**src/rtl/lsu_pkg.sv**
```systemverilog
// Shared types and constants for the D-memory load/store unit.
// Used by dmem_lsu and lsu_align.
package lsu_pkg;

  typedef enum logic [2:0] {
    ST_IDLE,
    ST_ACC0,
    ST_ACC1,
    ST_CAP,
    ST_RSP
  } lsu_state_e;

  typedef enum logic [1:0] {
    SZ_B   = 2'd0,
    SZ_H   = 2'd1,
    SZ_W   = 2'd2,
    SZ_RSV = 2'd3
  } lsu_size_e;

  localparam logic [3:0] MASK_B = 4'b0001;
  localparam logic [3:0] MASK_H = 4'b0011;
  localparam logic [3:0] MASK_W = 4'b1111;

  // Right-aligned byte mask for an access size (empty for the reserved code)
  function automatic logic [3:0] size_mask(input lsu_size_e size);
    case (size)
      SZ_B:    size_mask = MASK_B;
      SZ_H:    size_mask = MASK_H;
      SZ_W:    size_mask = MASK_W;
      default: size_mask = 4'b0000;
    endcase
  endfunction

  // Number of bytes moved by an access size (0 for the reserved code)
  function automatic logic [2:0] size_bytes(input lsu_size_e size);
    case (size)
      SZ_B:    size_bytes = 3'd1;
      SZ_H:    size_bytes = 3'd2;
      SZ_W:    size_bytes = 3'd4;
      default: size_bytes = 3'd0;
    endcase
  endfunction

endpackage

```
**src/rtl/lsu_align.sv**
```systemverilog
// Combinational datapath of the load/store unit:
//   - store side: byte-enable and lane-shifted write data for either half
//     of a (possibly word-crossing) store
//   - load side: byte extraction from one or two captured words, then
//     sign/zero extension
import lsu_pkg::*;

module lsu_align (
  input  lsu_size_e   size,
  input  logic [1:0]  off,
  input  logic        hi_phase,
  input  logic [31:0] st_data,
  output logic [3:0]  st_be,
  output logic [31:0] st_dout,
  input  logic [31:0] ld_lo,
  input  logic [31:0] ld_hi,
  input  logic        ld_unsigned,
  output logic [31:0] ld_data
);

  logic [7:0]  be_wide;
  logic [63:0] dout_wide;
  logic [31:0] ld_win;
  logic        ext_bit;

  // Store: shift across a two-word window; low half feeds the first access,
  // high half holds the bytes that spill into the next word
  always_comb begin
    be_wide   = {4'b0000, size_mask(size)} << off;
    dout_wide = {32'h0000_0000, st_data} << {off, 3'b000};
    st_be     = hi_phase ? be_wide[7:4]     : be_wide[3:0];
    st_dout   = hi_phase ? dout_wide[63:32] : dout_wide[31:0];
  end

  // Load: pick bytes starting at the offset, then extend from the top data bit
  always_comb begin
    ld_win  = 32'({ld_hi, ld_lo} >> {off, 3'b000});
    ext_bit = 1'b0;
    case (size)
      SZ_B: begin
        ext_bit = ~ld_unsigned & ld_win[7];
        ld_data = {{24{ext_bit}}, ld_win[7:0]};
      end
      SZ_H: begin
        ext_bit = ~ld_unsigned & ld_win[15];
        ld_data = {{16{ext_bit}}, ld_win[15:0]};
      end
      default: ld_data = ld_win;
    endcase
  end

endmodule

```
**src/rtl/dmem_lsu.sv**
```systemverilog
// Load/store unit between the core memory-access step and word-organised
// D-memory. One byte-addressed request at a time; word-crossing accesses are
// split into two memory accesses when LSU_MISALIGN_SPLIT_EN is defined,
// otherwise they are rejected with RSP_ERR.
import lsu_pkg::*;

module dmem_lsu #(
  parameter int unsigned MEM_AW = 12
) (
  input  logic              CLK,
  input  logic              RST,
  input  logic              REQ_VALID,
  output logic              REQ_READY,
  input  logic              REQ_WE,
  input  logic [1:0]        REQ_SIZE,
  input  logic              REQ_UNSIGNED,
  input  logic [31:0]       REQ_ADDR,
  input  logic [31:0]       REQ_WDATA,
  output logic              RSP_VALID,
  output logic [31:0]       RSP_RDATA,
  output logic              RSP_ERR,
  output logic              D_MEM_CSN,
  output logic [MEM_AW-1:0] D_MEM_ADDR,
  output logic              D_MEM_WEN,
  output logic [3:0]        D_MEM_BE,
  output logic [31:0]       D_MEM_DOUT,
  input  logic [31:0]       D_MEM_DI
);

  lsu_state_e        state_q, state_d;
  logic              we_q, we_d;
  lsu_size_e         size_q, size_d;
  logic              uns_q, uns_d;
  logic              err_q, err_d;
  logic              split_q, split_d;
  logic [1:0]        off_q, off_d;
  logic [MEM_AW-1:0] widx_q, widx_d;
  logic [31:0]       wdata_q, wdata_d;
  logic [31:0]       lo_q, lo_d;
  logic [31:0]       hi_q, hi_d;
  logic [MEM_AW-1:0] maddr_q, maddr_d;
  logic [31:0]       mdout_q, mdout_d;

  lsu_size_e req_size;
  logic      req_cross;
  logic      req_split;
  logic      req_err;
  logic      in_acc;
  logic      in_rsp;
  logic      st_acc;
  logic [3:0]  st_be;
  logic [31:0] st_dout;
  logic [31:0] ld_data;

  // Address bits above the D-memory word range do not take part in the access
  logic unused_addr_hi;
  assign unused_addr_hi = ^REQ_ADDR[31:MEM_AW+2];

  lsu_align u_align (
    .size        (size_q),
    .off         (off_q),
    .hi_phase    (state_q == ST_ACC1),
    .st_data     (wdata_q),
    .st_be       (st_be),
    .st_dout     (st_dout),
    .ld_lo       (lo_q),
    .ld_hi       (hi_q),
    .ld_unsigned (uns_q),
    .ld_data     (ld_data)
  );

  // Request classification: crossing, split decision, rejection
  always_comb begin
    req_size  = lsu_size_e'(REQ_SIZE);
    req_cross = ({2'b00, REQ_ADDR[1:0]} + {1'b0, size_bytes(req_size)}) > 4'd4;
`ifdef LSU_MISALIGN_SPLIT_EN
    req_split = req_cross;
    req_err   = (req_size == SZ_RSV);
`else
    req_split = 1'b0;
    req_err   = (req_size == SZ_RSV) | req_cross;
`endif
  end

  // Next-state logic, request capture and read-data capture
  always_comb begin
    state_d = state_q;
    we_d    = we_q;
    size_d  = size_q;
    uns_d   = uns_q;
    err_d   = err_q;
    split_d = split_q;
    off_d   = off_q;
    widx_d  = widx_q;
    wdata_d = wdata_q;
    lo_d    = lo_q;
    hi_d    = hi_q;
    case (state_q)
      ST_IDLE: begin
        if (REQ_VALID && REQ_READY) begin
          we_d    = REQ_WE;
          size_d  = req_size;
          uns_d   = REQ_UNSIGNED;
          err_d   = req_err;
          split_d = req_split;
          off_d   = REQ_ADDR[1:0];
          widx_d  = REQ_ADDR[MEM_AW+1:2];
          wdata_d = REQ_WDATA;
          state_d = req_err ? ST_RSP : ST_ACC0;
        end
      end
      ST_ACC0: begin
        if (split_q)    state_d = ST_ACC1;
        else if (we_q)  state_d = ST_RSP;
        else            state_d = ST_CAP;
      end
      ST_ACC1: begin
        // Synchronous read: the first word's data appears during ACC1
        if (!we_q) lo_d = D_MEM_DI;
        state_d = we_q ? ST_RSP : ST_CAP;
      end
      ST_CAP: begin
        if (split_q) hi_d = D_MEM_DI;
        else         lo_d = D_MEM_DI;
        state_d = ST_RSP;
      end
      ST_RSP:  state_d = ST_IDLE;
      default: state_d = ST_IDLE;
    endcase
  end

  // Memory pins and response outputs, derived only from registered state
  always_comb begin
    in_acc = (state_q == ST_ACC0) || (state_q == ST_ACC1);
    in_rsp = (state_q == ST_RSP);
    st_acc = in_acc && we_q;

    REQ_READY = (state_q == ST_IDLE) && !RST;

    case (state_q)
      ST_ACC0: maddr_d = widx_q;
      ST_ACC1: maddr_d = widx_q + MEM_AW'(1);
      default: maddr_d = maddr_q;
    endcase
    mdout_d = st_acc ? st_dout : mdout_q;

    D_MEM_CSN  = !in_acc;
    D_MEM_WEN  = !st_acc;
    D_MEM_BE   = st_acc ? st_be : 4'b0000;
    D_MEM_ADDR = maddr_d;
    D_MEM_DOUT = mdout_d;

    RSP_VALID = in_rsp;
    RSP_ERR   = in_rsp && err_q;
    RSP_RDATA = (in_rsp && !we_q && !err_q) ? ld_data : '0;
  end

  // State and datapath registers
  always_ff @(posedge CLK or posedge RST) begin
    if (RST) begin
      state_q <= ST_IDLE;
      we_q    <= 1'b0;
      size_q  <= SZ_B;
      uns_q   <= 1'b0;
      err_q   <= 1'b0;
      split_q <= 1'b0;
      off_q   <= '0;
      widx_q  <= '0;
      wdata_q <= '0;
      lo_q    <= '0;
      hi_q    <= '0;
      maddr_q <= '0;
      mdout_q <= '0;
    end else begin
      state_q <= state_d;
      we_q    <= we_d;
      size_q  <= size_d;
      uns_q   <= uns_d;
      err_q   <= err_d;
      split_q <= split_d;
      off_q   <= off_d;
      widx_q  <= widx_d;
      wdata_q <= wdata_d;
      lo_q    <= lo_d;
      hi_q    <= hi_d;
      maddr_q <= maddr_d;
      mdout_q <= mdout_d;
    end
  end

endmodule

```
**config.mk**
```make
export PLATFORM = sky130hd
export DESIGN_NAME = dmem_lsu
export DESIGN_NICKNAME = d
export VERILOG_FILES = /design/src/rtl/lsu_pkg.sv /design/src/rtl/lsu_align.sv /design/src/rtl/dmem_lsu.sv
export SDC_FILE = /design/constraint.sdc
export NUM_CORES = 1
export LEC_CHECK = 0
export CAP_MARGIN = 0
export CORE_MARGIN = 4
export CORE_UTILIZATION = 45
export DETAILED_ROUTE_END_ITERATION = 10
export GPL_TIMING_DRIVEN = 0
export PLACE_DENSITY = 0.8
export SYNTH_ARGS = -nofsm -noshare
export SYNTH_HDL_FRONTEND = slang
export SYNTH_SLANG_ARGS = --single-unit
```
**constraint.sdc**
```tcl
create_clock -name CLK -period 5.32 [get_ports CLK]
set_input_delay 1.064 -clock CLK [delete_from_list [all_inputs] [get_ports CLK]]
set_output_delay 1.064 -clock CLK [all_outputs]
set_load 0.01 [all_outputs]
```
Word-level counts from Yosys, hierarchy flattened:

Index checks and enable logic that the tools add are counted.

* word-level logic and storage cells: 66
* register bits after elaboration: 130
* input port bits: 103
* output and inout port bits: 85

* reduce and logical (&&, ||, !) cells: 19
* equality and inequality tests: 11
* bitwise logic cells: 4
* $add $sub $neg: 2
* shifts and indexed selects: 3
* magnitude comparators: 1
* mux-type cells: 15

Operator list (number)
* two-way mux 32 bit: 4
* one-hot mux 32 bit (2 select lines): 2
* << shifter 32 x 5 -> 64 bit: 1
* right shift 32 x 5 -> 32 bit: 1
* one-hot mux 12 bit (2 select lines): 1
* one-hot mux 3 bit (3 select lines): 2
* adder 12 x 1 -> 12 bit (second input constant): 1
* one-hot mux 4 bit (3 select lines): 1
* two-way mux 3 bit: 3
* two-way mux 4 bit: 2
* << shifter 4 x 2 -> 8 bit: 1
* == test 2 bit (second input constant): 3
* == test 3 x 2 -> 1 bit (second input constant): 2
* logical AND 1 bit: 6
* logical NOT 1 bit: 5
* adder 2 x 3 -> 4 bit: 1
* == test 2 x 1 -> 1 bit (second input constant): 2
* greater-than comparator 4 x 3 -> 1 bit (second input constant): 1
* logical NOT 2 bit: 2
* inequality test 2 bit (second input constant): 2
* AND reduction 2 bit: 2
* == test 3 x 1 -> 1 bit (second input constant): 1
* == test 3 bit (second input constant): 1
* logical NOT 3 bit: 1
* other kinds (6): 7

Depth between registers and ports, before layout:

Gate-level depths: netlist of run 1.

* word-level depth: 8
* gate-level depth with buffers: 8

Modules after synthesis:

A second synthesis of run 1 with hierarchy kept.

* cell total of the unflattened synthesis: 624
* area total of the unflattened synthesis: 7666.1 sq um

Modules (own cells, without submodules)
* dmem_lsu: instances 1, sequential area each 3253.1 sq um, area an instance 5657.9 sq um, cells each 408
* lsu_align: instances 1, sequential area each 0.0 sq um, area an instance 2008.2 sq um, cells each 216

Worst setup path before layout of run 1:

Ideal clock, no wire load.

* path type: register -> output
* start point: register state_q[0]
* end point: output RSP_RDATA[16]
* arrival time: 1.691 ns
* required time: 4.256 ns
* stages on the path, launching flop included: 7
* setup slack: 2.565 ns
* path buffers: 2
* path through: dfrtp_1 buf_6 nor3b_4 nand2_4 or4_1 buf_2 o21ai_1

* cells in the longest elaborated chain, start to end: 4

Ends and longest elaborated chain
* start: declaration: line dmem_lsu.sv:30 `lsu_state_e state_q, state_d;`
* start signal: assignment: line dmem_lsu.sv:175 `state_q <= state_d;`
* == test 3 bit: line dmem_lsu.sv:135 `in_rsp = (state_q == ST_RSP);`
* named net RSP_VALID: line dmem_lsu.sv:19 `output logic RSP_VALID,`
* logical AND 1 bit (2 in a row): line dmem_lsu.sv:155 `RSP_RDATA = (in_rsp && !we_q && !err_q) ? ld_data : '0;`
* two-way mux 32 bit: line dmem_lsu.sv:155
* end: declaration: line dmem_lsu.sv:20 `output logic [31:0] RSP_RDATA,`

The timed path passes the listed nets, and every way through them passes these cells.

Final worst setup path of run 1:

* start point: register state_q[0]
* end point: output D_MEM_DOUT[30]

* cells in the longest elaborated chain, start to end: 4

Ends and longest elaborated chain
* == test 3 x 1 -> 1 bit / == test 3 x 2 -> 1 bit (equally long branches): line dmem_lsu.sv:134, dmem_lsu.sv:62
* logical OR 1 bit: line dmem_lsu.sv:134 `in_acc = (state_q == ST_ACC0) || (state_q == ST_ACC1);`
* logical AND 1 bit: line dmem_lsu.sv:136 `st_acc = in_acc && we_q;`
* two-way mux 32 bit (*): line dmem_lsu.sv:145 `mdout_d = st_acc ? st_dout : mdout_q;`
* end: declaration: line dmem_lsu.sv:26 `output logic [31:0] D_MEM_DOUT,`

Every way passes the cells marked *; elsewhere a longest branch is shown, timed or not.

==> results of run 1 <==
[flip-flops by register name (all words and copies together) (netlist names), 2 cells and up]
signal   flops
lo_q        32
maddr_q     12
size_q       2
wdata_q     32
mdout_q     32
widx_q      12
off_q        2
state_q      3
[cell families after synthesis]
family,synth area share (%)
AOI/OAI and AO/OA,17.5
DFF,46.2
muxes,19.7
and+or+nand+nor,9.82
xor gates and xnor gates,1.12
adders and majority gates,1.53
buffers and inverters,4.10
[how the worst max path moves through the flow]
| stage | cells after the start | slack (ps) | endpoint |
|---|---|---|---|
| 2_1_floorplan | 1 | 790 | err_q$_DFFE_PP0P_ |
| 3_3_place_gp | 2 | -1120 | mdout_q[18]$_DFF_PP0_ |
| 3_5_place_dp | 6 | 1440 | D_MEM_DOUT[28] |
| 4_1_cts | 6 | 970 | D_MEM_DOUT[28] |
| 5_1_grt | 6 | 810 | D_MEM_DOUT[30] |
| 6_report | 6 | 1000 | D_MEM_DOUT[30] |
[area by class of cell]
cell class	count	area [sq um]	area share, %
plain buffers	51	255	2.65
repair buffers	170	1720	17.9
flip-flops and latches	130	3250	33.8
inverters	9	38.8	0.403
well taps	211	264	2.74
clock buffers	22	464	4.82
clock inverters	10	133	1.38
multi-input cells	461	3500	36.4
[layer usage]
layer	up-vias	wire length, um	track usage (%)
met4	0	811	9.71
met1	2994	9010	31.6
li1	2789	-	-
met3	67	1710	7.29
met2	258	10200	38.8
met5	-	0	0
[power by group]
group | internal (uW) | leakage [uW] | switching [uW]
clock | 757 | 0.000286 | 419
combinational | 1670 | 0.00214 | 1750
sequential | 1490 | 0.00156 | 404
[Yosys cell counts (8+ instances only)]
cell       instances
a21oi_1           30
clkbuf_1          16
o211ai_1          10
nor3_1            14
nand2_1           33
o21a_1             8
dfrtp_1          130
a21o_1            10
a211oi_1          15
a31oi_1           11
mux2_2            90
a221oi_1          10
nand3_1           13
a2bb2oi_1          9
o21ai_1            8
nor2b_1           11
mux2i_1           34
o21ai_0           27
o2bb2ai_1         16
nor2_1            44
buf_2             23
[per-stage QoR]
| stage | worst slack [ps] | instances | hold WS (ps) |
|---|---|---|---|
| after floorplan | 787 | 651 | 473 |
| after global placement | -1120 | 1031 | 475 |
| after detailed placement | 1440 | 1032 | 478 |
| after CTS | 971 | 1064 | 499 |
| after global routing | 809 | 1064 | 507 |
| final | 1000 | 1064 | 491 |
==> summary.txt, run 1 <==
Pwr
  – PwrDens: 674 nW/um^2
  – Leak: 0.00399 uW
  – Power, Total: 6480 uW
  – Peak supply drop: roughly 0.00046 V

CTS
  – CTS tree: done
  – Hold-fix buffers, CTS: 0
  – H-Tree Depth: 4
  – Clk_lat worst skew: 420 ps
  – Post-CTS sizing: 0
  – Root Buffer: clkbuf_16
  – Max clock buf depth: 2
  – Total CTS buffers: 17
  – Clock sink count: 130
  – Total setup buffers inserted after CTS: 0
  – Clock transition at path regs: 60 ps

Job
  – Max-cap violations: 0

Setup path
  – Kind of critical path: reg -> out
  – R2R setup slack: around 3000 ps
  – Crit path launch: state_q[0]$_DFFE_PP0P_
  – Reg2reg start: state_q[0]$_DFFE_PP0P_
  – Crit path launch type: flop
  – Critical path's slowest cell: clkdlybuf4s50_1
  – CP delay by family, top: buffers and inverters
  – Critical path peak fanout: 10
  – CP peak stage delay: between 600 and 700 ps
  – Crit-path cells: buf_6 > buf_2 > buf_1 > nand3_1 > o21ai_0 > clkdlybuf4s50_1
  – Crit path DAT: approximately 3300 ps
  – Worst Path Buf+Inv: 4
  – Critical Path End Type: output pin
  – R2R cell count: 5
  – Critical Path RT: 4260 ps
  – Worst reg2reg path endpoint: mdout_q[30]$_DFF_PP0_

Logic synthesis
  – Area leader, netlist: dfrtp_1
  – Top-area cell type share of the netlist area: 46.2%
  – Cell variety after synth: between 60 and 70
  – Number of synthesized flops with an enable pin: 0
  – Sequential area share after synthesis: 46.2%
  – Post-synth net total: about 760
  – Mean Syn Cell Area: between 10 and 15 sq um
  – Yosys warns: 0
  – Yosys reg bits: 130
  – Ranking of synthesized cells by area: dfrtp_1 46%, mux2_2 14%, mux2i_1 4.8%
  – Async S/R FF share, synth: 100%
  – Dominant synthesized flop cell: dfrtp_1
  – Syn Std Cell Area: slightly above 7000 sq um
  – Mapped Cells: between 600 and 700

Cells and area
  – Area Growth Syn to Fin: 36.7%
  – Most common cell after layout, fill and taps aside: clkdlybuf4s50_1
  – Most frequent cells in the layout: 169 x clkdlybuf4s50_1, 130 x dfrtp_1, 90 x mux2_2
  – Layout cell share with drive strength beyond 1: approximately 20%
  – Design area: 9630 sq um
  – Fill count: ~1300
  – N_diodes: 0
  – Final #Nets: roughly 950
  – Final Core Density: between 60% and 70%

Routing
  – Vias per cell: around 5.7
  – Routed WL: 21700 um
  – Drt first pass iters: 5
  – Starting DRC count in detailed routing: around 510
  – DRT antenna net count: 0
  – Routed len/inst: 20.4 um
  – Via count: between 6000 and 7000
  – # DRC: 0

Worst hold path
  – Hold endpoint: mdout_q[21]$_DFF_PP0_
  – Hold Path Stages: 1
  – Hold Startpoint: mdout_q[21]$_DFF_PP0_
  – HP Class: reg -> reg

Floorplanning
  – Core box area: 15300 sq um
  – DIE AREA: around 18000 sq um
  – Die Y: about 130 um
  – Die width: about 130 um
  – Starting density of the core: between 40% and 50%
  – I/O pins: between 150 and 200
  – Row cnt: 45

Timing
  – TNS Setup: 0 ps
  – Fin. Hold Viols: 0
  – Worst-margin pin slew: 884 ps
  – Peak Freq: between 200 and 250 MHz
  – Layout Skew: roughly 7.1 ps
  – Endpoints failing setup: 0
  – RSZ-0062 raised after global routing: false
  – Final min period: ~4300 ps
  – Slew Viols, Final: 0
  – Final critical-path share of the clock period: ~81%
  – Rel. slew slack: about two fifths

Place
  – Hpwl dp: 15600 um
  – Cell area after placement: 9030 sq um
  – RePlAce Congestion: between 0.8 and 0.9
  – IO buf count: 169

Outcome
  – Outcome: complete, no violations

Global route
  – Largest net degree at the start of global routing: between 90 and 100
  – Initial antenna violation count: 0
  – Global Route Usage Sum: 24.4%
  – Vias in the first global route: 6188
  – First-pass GRT wire length: between 30000 and 40000 um
  – Remaining global-route overflow: 0
No activity file was read; power rests on OpenSTA's default activity.
==> run 2: changes to the inputs <==
Clock period 5.32 ns to 4 ns, I/O delays scaled along.
==> run 2 against run 1 <==
  * Sequential share of layout area fell by 0.11 points
  * Clock power rose by 27%
  * Via count rose by 0.61%
  * Sequential power rose by 33%
==> summary.txt, run 2 (synthesized netlist as in run 1, its figures left out) <==
Timing
  – Worst hold slack: 492 ps (was 491 ps)
  – Rel. slew slack: 37.7% (was 40.5%)
  – Layout Skew: 10.2 ps (was 7.09 ps)
  – Fin. Hold Viols: 0 (unchanged)
  – Final critical-path share of the clock period: a little over nine tenths
  – Worst-margin pin slew: 926 ps (was 884 ps)
  – Final min period: approximately 3800 ps
  – Slew Viols, Final: 0 (unchanged)
  – RSZ-0062 raised after global routing: false (unchanged)
  – TNS Setup: 0 ps (unchanged)
  – Peak Freq: about 260 MHz
  – Endpoints failing setup: 0 (unchanged)

Routing
  – Starting DRC count in detailed routing: 480 (was 511)
  – # DRC: 0 (unchanged)
  – Via count: 6145 (was 6108)
  – Routed WL: 21700 um (about the same)
  – Routed len/inst: 20.4 um (about the same)
  – Vias per cell: 5.76 (was 5.74)
  – Drt first pass iters: 5 (unchanged)
  – DRT antenna net count: 0 (unchanged)

Cells and area
  – Biggest regs: lo_q: 32 flops, mdout_q: 32 flops, wdata_q: 32 flops (unchanged)
  – Post-Layout Cell Count: 1067 (was 1064)
  – Final #Nets: 954 (was 951)
  – Layout cell share with drive strength beyond 1: 19.9% (was 19.5%)
  – Most frequent cells in the layout: 169 x clkdlybuf4s50_1, 130 x dfrtp_1, 90 x mux2_2 (unchanged)
  – N_diodes: 0 (unchanged)
  – Final Core Density: 63.3% (was 63.1%)
  – Most common cell after layout, fill and taps aside: clkdlybuf4s50_1 (unchanged)
  – Design area: 9660 sq um (was 9630 sq um)
  – Area Growth Syn to Fin: 37.2% (was 36.7%)

Floorplanning
  – Die width: 133 um (unchanged)
  – Row cnt: 45 (unchanged)
  – Core box area: 15300 sq um (unchanged)
  – I/O pins: 188 (unchanged)
  – DIE AREA: 17700 sq um (unchanged)
  – Die Y: 133 um (unchanged)
  – Starting density of the core: 46.2% (unchanged)

Worst hold path
  – HP Class: reg -> reg (unchanged)
  – Hold Startpoint: mdout_q[20]$_DFF_PP0_ (was mdout_q[21]$_DFF_PP0_)

Setup path
  – Kind of critical path: reg -> out (unchanged)
  – Crit path launch type: flop (unchanged)
  – CP delay by family, top: buffers and inverters (unchanged)
  – Critical path peak fanout: 10 (unchanged)
  – Crit path DAT: 3010 ps (was 3250 ps)
  – Crit-path cells: buf_6 > buf_2 > buf_1 > nand3_2 > o21ai_0 > clkdlybuf4s50_1 (was buf_6 > buf_2 > buf_1 > nand3_1 > o21ai_0 > clkdlybuf4s50_1)
  – Worst Path Buf+Inv: 4 (unchanged)
  – CP peak stage delay: 630 ps (was 620 ps)
  – Reg2reg start: state_q[0]$_DFFE_PP0P_ (unchanged)
  – Critical Path RT: 3200 ps (was 4260 ps)
  – Critical Path End Type: output pin (unchanged)
  – Critical path's slowest cell: clkdlybuf4s50_1 (unchanged)
  – Crit path launch: state_q[0]$_DFFE_PP0P_ (unchanged)

Global route
  – Initial antenna violation count: 0 (unchanged)
  – First-pass GRT wire length: 34500 um (was 33800 um)
  – Vias in the first global route: 6379 (was 6188)
  – Global Route Usage Sum: 24.9% (was 24.4%)
  – Largest net degree at the start of global routing: 42 (was 98)
  – Remaining global-route overflow: 0 (unchanged)

CTS
  – Root Buffer: clkbuf_16 (unchanged)
  – Total setup buffers inserted after CTS: 0 (unchanged)
  – Clock sink count: 130 (unchanged)
  – Post-CTS sizing: 0 (unchanged)
  – Clk_lat worst skew: 420 ps (about the same)
  – Max clock buf depth: 2 (unchanged)
  – Total CTS buffers: 17 (unchanged)
  – Clock transition at path regs: 60 ps (about the same)
  – Hold-fix buffers, CTS: 0 (unchanged)
  – CTS tree: done (unchanged)
  – H-Tree Depth: 4 (unchanged)

Place
  – Cell area after placement: 9090 sq um (was 9030 sq um)
  – IO buf count: 169 (unchanged)
  – RePlAce Congestion: 0.900 (was 0.880)
  – Hpwl dp: 15900 um (was 15600 um)
  – Placed insts: 1035 (was 1032)

Outcome
  – Outcome: complete, no violations (unchanged)

Pwr
  – Peak supply drop: 0.000586 V (was 0.000462 V)
  – PwrDens: 885 nW/um^2 (was 674 nW/um^2)
  – Leak: 0.00399 uW (about the same)

Job
  – Max-cap violations: 0 (unchanged)
run 2: cell types whose count changed in the layout (fill, tap and decap cells not counted), sizes merged:
| cell | before | now |
|---|---|---|
| buf | 35 | 38 |
| bufinv | 3 | 2 |
| clkinvlp | 3 | 5 |
| inv | 8 | 7 |
run 2: final cells by class:
class / count / area (sq um)
sequential: 130 / 3250
buffer: 51 / 256
timing repair buffer: 173 / 1780
tap: 211 / 264
multi-input combinational: 461 / 3510
inverter: 9 / 37.5
clock buffer: 22 / 454
clock inverter: 10 / 110
fill: 1245 / 5600
run 2: per-layer routing:
layer | up-vias | GRT usage [%] | routed length, um
li1 | 2796 | - | -
met5 | - | 0 | 0
met4 | 0 | 8.74 | 614
met1 | 3022 | 32.8 | 9050
met2 | 281 | 39.2 | 10200
met3 | 46 | 7.44 | 1860
run 2: path summary, 6_finish.rpt:
path | slack (ps) | cells after the start | end
max in group asynchronous | 2340 | 4 | mdout_q[18]$_DFF_PP0_
worst max register to register | 1890 | 5 | mdout_q[29]$_DFF_PP0_
worst min-delay path | 490 | 1 | mdout_q[20]$_DFF_PP0_
worst min register to register | 490 | 1 | mdout_q[20]$_DFF_PP0_
worst max-delay path | 190 | 6 | D_MEM_DOUT[29]
min in group asynchronous | 880 | 2 | size_q[0]$_DFFE_PP0P_
run 2: worst register-to-register path: cells and delay by family (launching register included):
kind            cells  cell delay [ps]
simple gates        1              360
buf+inv             3              760
flops               1              350
compound gates      1              500
run 2: metrics by stage:
stage          power (uW)  setup WS (ps)
2_1_floorplan        5210           1510
3_3_place_gp         6860            294
3_5_place_dp         6970            449
4_1_cts              8510           2.83
5_1_grt              9110           9.76
6_report             8550            191
run 2: power by group:
group	internal, uW	switching [uW]	total, uW
combinational	2230	2310	4530
clock	928	577	1500
sequential	1980	540	2520
==> run 3: changes to the inputs <==
==> constraint.sdc (replaced) <==
create_clock -name CLK -period 4 [get_ports CLK]
set_input_delay 0.6 -clock CLK [delete_from_list [all_inputs] [get_ports CLK]]
set_output_delay 0.6 -clock CLK [all_outputs]
set_load 0.01 [all_outputs]
==> run 3 against run 2 <==
  * First-iteration DRC count rose by 1.0%
  * Final area hardly changed
  * Core utilization about the same
  * Via count grew 0.39%
  * Global-route usage unchanged
  * Clock power barely moved
  * Sequential share of layout area barely moved
  * Maximum frequency barely moved
  * Highest routed layer unchanged
==> summary.txt, run 3 (synthesized netlist as in run 1, its figures left out) <==
Pwr
  – PwrDens: 886 nW/um^2 (was 885 nW/um^2)
  – Peak supply drop: 0.000586 V (about the same)
  – Power, Total: 8550 uW (about the same)
  – Leak: 0.00399 uW (about the same)

Worst hold path
  – Hold Path Stages: 1 (unchanged)
  – HP Class: reg -> reg (unchanged)
  – Hold endpoint: mdout_q[20]$_DFF_PP0_ (unchanged)
  – Hold Startpoint: mdout_q[20]$_DFF_PP0_ (unchanged)

Timing
  – Fin. Hold Viols: 0 (unchanged)
  – RSZ-0062 raised after global routing: false (unchanged)
  – Worst-margin pin slew: 922 ps (was 926 ps)
  – Rel. slew slack: 38.0% (was 37.7%)
  – Layout Skew: 10.2 ps (about the same)
  – Endpoints failing setup: 0 (unchanged)
  – Peak Freq: 263 MHz (about the same)
  – Crit path setup slack, layout: 192 ps (was 191 ps)
  – Slew Viols, Final: 0 (unchanged)
  – Final critical-path share of the clock period: 95.2% (about the same)
  – TNS Setup: 0 ps (unchanged)
  – Final min period: 3810 ps (about the same)

CTS
  – CTS tree: done (unchanged)
  – Post-CTS sizing: 0 (unchanged)
  – Clock sink count: 130 (unchanged)
  – Total setup buffers inserted after CTS: 0 (unchanged)
  – Clk_lat worst skew: 420 ps (about the same)
  – Total CTS buffers: 17 (unchanged)
  – Max clock buf depth: 2 (unchanged)
  – Clock transition at path regs: 60 ps (about the same)
  – H-Tree Depth: 4 (unchanged)
  – Root Buffer: clkbuf_16 (unchanged)
  – Hold-fix buffers, CTS: 0 (unchanged)

Setup path
  – Worst Path Buf+Inv: 4 (unchanged)
  – CP delay by family, top: buffers and inverters (unchanged)
  – Critical Path End Type: output pin (unchanged)
  – Kind of critical path: reg -> out (unchanged)
  – Reg2reg start: state_q[0]$_DFFE_PP0P_ (unchanged)
  – Crit-path cells: buf_6 > buf_2 > buf_1 > nand3_1 > o21ai_0 > clkdlybuf4s50_1 (was buf_6 > buf_2 > buf_1 > nand3_2 > o21ai_0 > clkdlybuf4s50_1)
  – Worst reg2reg path endpoint: mdout_q[28]$_DFF_PP0_ (was mdout_q[29]$_DFF_PP0_)
  – Crit path DAT: 3210 ps (was 3010 ps)
  – Critical path's slowest cell: clkdlybuf4s50_1 (unchanged)
  – Critical Path RT: 3400 ps (was 3200 ps)
  – CP peak stage delay: 630 ps (about the same)
  – R2R setup slack: 1680 ps (was 1890 ps)
  – R2R cell count: 5 (unchanged)
  – Crit path launch type: flop (unchanged)
  – CP Depth: 6 (unchanged)
  – Critical path peak fanout: 10 (unchanged)

Global route
  – GR Layer Usage met2: 39.2% (unchanged)
  – Met3 Use GR: 7.44% (unchanged)
  – First-pass GRT wire length: 34500 um (unchanged)
  – Global Route Usage Sum: 24.9% (unchanged)
  – Vias in the first global route: 6379 (unchanged)
  – Initial antenna violation count: 0 (unchanged)
  – Remaining global-route overflow: 0 (unchanged)
  – Largest net degree at the start of global routing: 42 (unchanged)
  – GR Layer Usage met1: 32.8% (unchanged)
  – Gr busiest metal: met2 (unchanged)

Cells and area
  – Design area: 9650 sq um (was 9660 sq um)
  – Most common cell after layout, fill and taps aside: clkdlybuf4s50_1 (unchanged)
  – Biggest regs: lo_q: 32 flops, mdout_q: 32 flops, wdata_q: 32 flops (unchanged)
  – Final #Nets: 954 (unchanged)
  – Multi-input logic area: 3500 sq um (was 3510 sq um)
  – Area Growth Syn to Fin: 37.1% (was 37.2%)
  – Most frequent cells in the layout: 169 x clkdlybuf4s50_1, 130 x dfrtp_1, 90 x mux2_2 (unchanged)
  – N_diodes: 0 (unchanged)
  – Fill count: 1245 (unchanged)
  – Layout cell share with drive strength beyond 1: 19.6% (was 19.9%)
  – FF/Latch Area: 3250 sq um (unchanged)

Floorplanning
  – Starting density of the core: 46.2% (unchanged)
  – I/O pins: 188 (unchanged)
  – Core box area: 15300 sq um (unchanged)
  – Die Y: 133 um (unchanged)
  – DIE AREA: 17700 sq um (unchanged)
  – Row cnt: 45 (unchanged)
  – Die width: 133 um (unchanged)

Routing
  – Routed len/inst: 20.3 um (was 20.4 um)
  – # DRC: 0 (unchanged)
  – DRT antenna net count: 0 (unchanged)
  – Starting DRC count in detailed routing: 485 (was 480)
  – Via count: 6169 (was 6145)
  – Vias per cell: 5.78 (was 5.76)
  – Drt first pass iters: 5 (unchanged)
  – Routed WL: 21700 um (about the same)

Place
  – RePlAce Congestion: 0.900 (unchanged)
  – Setup WS pre-CTS: 649 ps (was 449 ps)
  – Cell area after placement: 9090 sq um (unchanged)
  – IO buf count: 169 (unchanged)
  – Hpwl dp: 15900 um (unchanged)

Job
  – Max-cap violations: 0 (unchanged)

Outcome
  – Outcome: complete, no violations (unchanged)
-- run 3: worst max-delay path by stage --
stage,startpoint,endpoint,slack [ps]
finish,state_q[0]$_DFFE_PP0P_,D_MEM_DOUT[28],190
global route,state_q[0]$_DFFE_PP0P_,D_MEM_DOUT[28],70
CTS,state_q[0]$_DFFE_PP0P_,D_MEM_DOUT[28],200
detailed placement,state_q[0]$_DFFE_PP0P_,D_MEM_DOUT[28],650
global placement,RST,mdout_q[15]$_DFF_PP0_,490
floorplan,state_q[0]$_DFFE_PP0P_,RSP_RDATA[16],1710
-- run 3: cell type report --
| cell class | count | area share (%) |
|---|---|---|
| clock inverter | 10 | 1.14 |
| sequential | 130 | 33.7 |
| buffer | 51 | 2.64 |
| inverter | 9 | 0.389 |
| tap | 211 | 2.73 |
| timing repair buffer | 173 | 18.4 |
| clock buffer | 22 | 4.70 |
| multi-input combinational | 461 | 36.3 |
-- run 3: metal layers --
metal / wire length [um] / vias up
met5: 0 / -
met4: 699 / 0
met3: 1800 / 61
met2: 10200 / 297
met1: 9050 / 3012
li1: - / 2799
-- run 3: metrics by stage --
step	cells	utilization (%)	hold WS [ps]
after floorplan	651	-	473
after global placement	1031	59.0	474
after detailed placement	1035	59.6	478
after CTS	1067	63.3	495
after global routing	1067	63.3	514
final	1067	63.3	491
-- run 3: power breakdown --
part           internal (uW)  total, uW  switching, uW
logic                   2220       4530           2310
registers               1980       2520            542
clock network            928       1500            575
total                   5130       8550           3420
